$ cat config.mk
export PLATFORM = sky130hd
export DESIGN_NAME = key_filter
export DESIGN_NICKNAME = d
export VERILOG_FILES = /design/src/rtl/key_pkg.sv /design/src/rtl/sync_2ff.sv /design/src/rtl/key_filter.sv
export SDC_FILE = /design/constraint.sdc
export NUM_CORES = 1
export LEC_CHECK = 0
export ABC_AREA = 1
export CAP_MARGIN = 20
export CORE_UTILIZATION = 50
export DETAILED_ROUTE_END_ITERATION = 8
export PLACE_DENSITY = 0.75
export SYNTH_ARGS = -nofsm -noshare
export SYNTH_HDL_FRONTEND = slang
export SYNTH_SLANG_ARGS = --single-unit
$ cat constraint.sdc
create_clock -name s_clk -period 4.72 [get_ports s_clk]
set_clock_uncertainty 0.1 [all_clocks]
set_input_delay 0.944 -clock s_clk [delete_from_list [all_inputs] [get_ports s_clk]]
set_output_delay 0.944 -clock s_clk [all_outputs]
set_load 0.01 [all_outputs]
$ cat src/rtl/key_pkg.sv
// ---------------------------------------------------------------------------
// key_pkg : debounce FSM state encoding and counter width helper
// Rev 1.0
// ---------------------------------------------------------------------------
`default_nettype none

package key_pkg;

   localparam logic [1:0] IDLE     = 2'd0;
   localparam logic [1:0] PRESS_DB = 2'd1;
   localparam logic [1:0] HELD     = 2'd2;
   localparam logic [1:0] REL_DB   = 2'd3;

   function automatic int cnt_width(input int a, input int b, input int c);
      int m;
      m = a;
      if (b > m) m = b;
      if (c > m) m = c;
      return $clog2(m + 1);
   endfunction

endpackage

`default_nettype wire

$ cat src/rtl/sync_2ff.sv
// ---------------------------------------------------------------------------
// sync_2ff : two-flop synchronizer for one asynchronous board input
// Rev 1.0
// ---------------------------------------------------------------------------
`default_nettype none

module sync_2ff #(
   parameter logic RST_VAL = 1'b1
) (
   input  logic clk,
   input  logic rst,
   input  logic d,
   output logic q
);

   logic stage1_q, stage1_d;
   logic stage2_q, stage2_d;

   always_comb begin
      stage1_d = d;
      stage2_d = stage1_q;
   end

   always_ff @(posedge clk) begin
      if (rst) begin
         stage1_q <= RST_VAL;
         stage2_q <= RST_VAL;
      end else begin
         stage1_q <= stage1_d;
         stage2_q <= stage2_d;
      end
   end

   assign q = stage2_q;

endmodule

`default_nettype wire

$ cat src/rtl/key_filter.sv
// ---------------------------------------------------------------------------
// key_filter : push-button debouncer with press/release pulses and held level.
// Optional auto-repeat of key_en while held: define KEY_AUTO_REPEAT_EN.
// Rev 1.0
// ---------------------------------------------------------------------------
`default_nettype none

module key_filter
   import key_pkg::*;
#(
   parameter int DEBOUNCE_CYC = 1_000_000,
   parameter int HOLD_CYC     = 50_000_000,
   parameter int REPEAT_CYC   = 10_000_000
) (
   input  logic s_clk,
   input  logic s_rst,
   input  logic key_in,
   output logic key_en,
   output logic key_sto,
   output logic key_rel
);

   localparam int CW = cnt_width(DEBOUNCE_CYC, HOLD_CYC, REPEAT_CYC);
   localparam logic [CW-1:0] DB_LAST = CW'(DEBOUNCE_CYC - 1);

   logic          ks;
   logic [1:0]    state_q, state_d;
   logic [CW-1:0] cnt_q, cnt_d;
   logic          en_q, en_d, sto_q, sto_d, rel_q, rel_d;
   logic          acc_pulse, rpt_pulse;

   sync_2ff #(.RST_VAL(1'b1)) u_sync (
      .clk (s_clk),
      .rst (s_rst),
      .d   (key_in),
      .q   (ks)
   );

   // cnt holds the stable samples already seen; the entry sample counts as
   // the first, so acceptance lands DEBOUNCE_CYC+2 edges after the input edge
   always_comb begin
      state_d   = state_q;
      cnt_d     = cnt_q;
      sto_d     = sto_q;
      rel_d     = 1'b0;
      acc_pulse = 1'b0;
      case (state_q)
         IDLE: begin
            if (!ks) begin
               if (DEBOUNCE_CYC <= 1) begin
                  state_d   = HELD;
                  acc_pulse = 1'b1;
                  sto_d     = 1'b1;
                  cnt_d     = '0;
               end else begin
                  state_d = PRESS_DB;
                  cnt_d   = CW'(1);
               end
            end
         end
         PRESS_DB: begin
            if (ks) begin
               state_d = IDLE;
               cnt_d   = '0;
            end else if (cnt_q >= DB_LAST) begin
               state_d   = HELD;
               acc_pulse = 1'b1;
               sto_d     = 1'b1;
               cnt_d     = '0;
            end else begin
               cnt_d = cnt_q + CW'(1);
            end
         end
         HELD: begin
            if (ks) begin
               if (DEBOUNCE_CYC <= 1) begin
                  state_d = IDLE;
                  rel_d   = 1'b1;
                  sto_d   = 1'b0;
                  cnt_d   = '0;
               end else begin
                  state_d = REL_DB;
                  cnt_d   = CW'(1);
               end
            end
         end
         REL_DB: begin
            if (!ks) begin
               state_d = HELD;
               cnt_d   = '0;
            end else if (cnt_q >= DB_LAST) begin
               state_d = IDLE;
               rel_d   = 1'b1;
               sto_d   = 1'b0;
               cnt_d   = '0;
            end else begin
               cnt_d = cnt_q + CW'(1);
            end
         end
         default: begin
            state_d = IDLE;
            cnt_d   = '0;
            sto_d   = 1'b0;
         end
      endcase
   end

`ifdef KEY_AUTO_REPEAT_EN
   localparam logic [CW-1:0] HOLD_LAST = CW'(HOLD_CYC - 1);
   localparam logic [CW-1:0] REP_LAST  = CW'(REPEAT_CYC - 1);

   logic [CW-1:0] rcnt_q, rcnt_d;
   logic          rep_q, rep_d;

   // rep_q selects the inter-repeat period once the first repeat has fired
   always_comb begin
      rcnt_d    = '0;
      rep_d     = 1'b0;
      rpt_pulse = 1'b0;
      if (state_q == HELD && !ks) begin
         rep_d = rep_q;
         if (rcnt_q >= (rep_q ? REP_LAST : HOLD_LAST)) begin
            rpt_pulse = 1'b1;
            rep_d     = 1'b1;
         end else begin
            rcnt_d = rcnt_q + CW'(1);
         end
      end
   end

   always_ff @(posedge s_clk) begin
      if (s_rst) begin
         rcnt_q <= '0;
         rep_q  <= 1'b0;
      end else begin
         rcnt_q <= rcnt_d;
         rep_q  <= rep_d;
      end
   end
`else
   assign rpt_pulse = 1'b0;
`endif

   assign en_d = acc_pulse | rpt_pulse;

   always_ff @(posedge s_clk) begin
      if (s_rst) begin
         state_q <= IDLE;
         cnt_q   <= '0;
      end else begin
         state_q <= state_d;
         cnt_q   <= cnt_d;
      end
   end

   always_ff @(posedge s_clk) begin
      if (s_rst) begin
         en_q  <= 1'b0;
         sto_q <= 1'b0;
         rel_q <= 1'b0;
      end else begin
         en_q  <= en_d;
         sto_q <= sto_d;
         rel_q <= rel_d;
      end
   end

   assign key_en  = en_q;
   assign key_sto = sto_q;
   assign key_rel = rel_q;

endmodule

`default_nettype wire
==> metrics.yaml <==
cp_max_fo: 26
rsz0062_at_grt: "no"
cts_hold_buf: 0
synth_compound_area_frac: 0.09162
postSynthAreaPerCell_um2: 6.801
endpoint_kind: "flop"
grt_pass1_vias: 1364
clockBufferDepth: 2
synth_seq_cells: 33
port_buffers: 5
worstSetupStartpoint: "s_rst"
synthMuxAreaShare: 0
die-area_um2: 3736
grt_max_degree: 27
start_util: 0.5238
cp-endpoint: "cnt_q[18]$_SDFFE_PP0P_"
power_frac_seq: 0.589
worstPathRequired_ns: 4.85
r2r_cells: 9
overflow: 0
hold_class: "reg2reg"
drt-pass1-iter-count: 4
layout-drive-gt1-share: 0.1094
worst-setup-path-type: "in2reg"
fin_total_pwr_mw: 0.4949
placed_area_um2: 1829
power_switching_mw: 0.1434
clockPowerShare: 0.320
path_clk_slew_ns: 0.11
worstMarginPinSlew_ns: 0.9069
rrSetupSlack_ns: 2.78
start_kind: "primary input"
timing.critical_path.depth: 4
gp_congestion: 0.8104
slew_viol_final: 0
rr_startpoint: "cnt_q[0]$_SDFFE_PP0P_"
synthAdderAreaFrac: 0.007158
stdcell_count: 311
final_area_um2: 1884
antenna_found_initial: 0
fin_crit_ns: 2.457
drc_errors: 0
power.leakage_nw: 0.6897
syn_to_final_growth_pct: 7.803
relSlewSlack: 0.3935
antenna_cells: 0
synth_xor_area_frac: 0.04009
cts_tree: "yes"
clock_latency_ns: 0.34
coreArea_um2: 3337
run_status: "finished, final reports clean"
seq_area_frac_synth: 0.3780
arrival_ns: 2.59
yosys.area_share.simple: 0.4059
netlist_top_cells_area: "dfxtp_1 38%, nand2_1 16%, nor2_1 8.4%, inv_1 5.6%, xor2_1 4.0%"
worstPathCellList: "clkdlybuf4s50_1 > inv_1 > o21ai_1 > a21oi_2"
grtUsageTotal: 0.2119
grt_pass1_wl_mm: 5.830
synthesis.area_um2: 1748
cts_max_level: 2
wl_mm: 3.215
netlist.area_leader.share: 0.3780
rows: 21
vias: 1506
hold_viol: 0
cts_setup_buffers: 0
die_h_um: 61.13
yosysTopAreaCell: "dfxtp_1"
postSynthCellCount: 257
clock-sinks: 33
fin_crit_sh: 0.5205
maxCapViolCount: 0
dp_hpwl_mm: 2.265
setup-tns-final_ns: 0
cts-resized-gates: 0
p_sw_frac: 0.2898
slowest_delay_ns: 1.07
rr_endpoint: "cnt_q[14]$_SDFFE_PP0P_"
drt_first_iter_violations: 72
internal_power_mw: 0.3515
ant_nets: 0
setup_ws_ns: 2.263
cts-root-buf: "clkbuf_4"
path_delay_family: "buffers and inverters"
numCtsBuffers: 5
fmax_mhz: 407.0
post-place-ws_ns: 1.884
dp.cells: 303
yosysWarningCount: 0
cp_slowest_cell: "clkdlybuf4s50_1"
die_x_um: 61.13
nNetsFinal: 268
syn-num-nets: 261
viasPerCell: 4.842
routedWlPerCell_um: 10.34
pwr-share-comb: 0.091
powerDensity_nw_per_um2: 262.6
synth_top_family_by_area: "simple AND/OR/NAND/NOR gates"
worst_ir_drop_vdd_mv: 0.2316
crit_buf_inv: 2
setup-violations-final: 0
pin_count: 6
synth_cell_types: 30
-- synth_stat cells, drive strengths merged --
cell and n:
ha 1, and3 1, or2 4, clkinv 1
nor3 9, nor2 44, inv 28, nand2 81
dfxtp 33, buf 1, nand3 14, xor2 8
nand3b 1, a21oi 13, clkbuf 4, o21ai 7
nand4 1, o21a 6
-- worst min-delay path by stage --
stage | end | start | depth (start not counted) | slack, ns
2_1_floorplan | u_sync.q$_SDFF_PP1_ | u_sync.stage1_q$_SDFF_PP1_ | 1 | 0.29
3_3_place_gp | u_sync.q$_SDFF_PP1_ | u_sync.stage1_q$_SDFF_PP1_ | 1 | 0.30
3_5_place_dp | u_sync.q$_SDFF_PP1_ | u_sync.stage1_q$_SDFF_PP1_ | 1 | 0.30
4_1_cts | u_sync.q$_SDFF_PP1_ | u_sync.stage1_q$_SDFF_PP1_ | 1 | 0.33
5_1_grt | u_sync.q$_SDFF_PP1_ | u_sync.stage1_q$_SDFF_PP1_ | 1 | 0.36
6_report | u_sync.q$_SDFF_PP1_ | u_sync.stage1_q$_SDFF_PP1_ | 1 | 0.33
-- metrics by stage --
step                hold WS [ns]    util
floorplan                 0.2895       -
global placement          0.2960  0.5482
detailed placement        0.3036  0.5482
CTS                       0.3319  0.5647
global route              0.3586  0.5647
finish                    0.3275  0.5647
-- registers in the layout, indices dropped and copies added, names as in the netlist, named ones only --
signal / cells
cnt_q: 26
key_en: 1
key_rel: 1
key_sto: 1
state_q: 1
u_sync.q: 1
u_sync.stage1_q: 1
-- final cells by class --
type                       count  area [um^2]
timing repair buffer           5        50.05
tap                           46        57.56
inverter                      29        108.9
clock buffer                   5        37.54
clock inverter                 3        17.52
multi-input combinational    190        952.2
sequential                    33        660.6
fill                         348         1453
-- layer usage --
layer  vias to the layer above  GRT usage  share of wire
li1                        814          -              -
met1                       663     0.2863           0.51
met2                        22     0.3199           0.44
met3                         7    0.05042          0.032
met4                         0    0.09740          0.014
met5                         -          0              0
-- power groups by stage --
stage                     Clock, mW  Sequential, mW  Combinational, mW
after global routing          0.177           0.293             0.0503
after detailed placement          0           0.298             0.0453
final                         0.158           0.292             0.0451
after floorplan                   0           0.296             0.0354
after global placement            0           0.298             0.0450
after CTS                     0.162           0.291             0.0453
-- cell families after synthesis --
family / Yosys count
DFF: 33
AOI/OAI and AO/OA: 26
and+or+nand+nor: 155
buffers and inverters: 34
adders and majority gates: 1
xor gates and xnor gates: 8
-- placed cells by master (no fill, tap or decap), types with 2 or more instances in the layout --
master,instances
a21oi_1,11
clkbuf_4,5
clkdlybuf4s50_1,5
clkinv_2,2
dfxtp_1,33
inv_1,26
inv_2,2
nand2_1,76
nand2_2,4
nand3_1,10
nand3_2,3
nor2_1,39
nor2_4,4
nor3_1,9
o21a_1,6
o21ai_0,5
o21ai_1,2
or2_2,2
xor2_1,8
-- worst reg2reg max path, stage by stage, from the launching register on --
cell     delay, ns
dfxtp_1       0.51
ha_1          0.29
nand3_2       0.12
nor2_2        0.13
nand2_2       0.10
nor2_1        0.20
nand2_1       0.09
xor2_1        0.15
nand2_1       0.05
a21oi_1       0.05
Note: power is estimated with default switching activity, not from simulation.
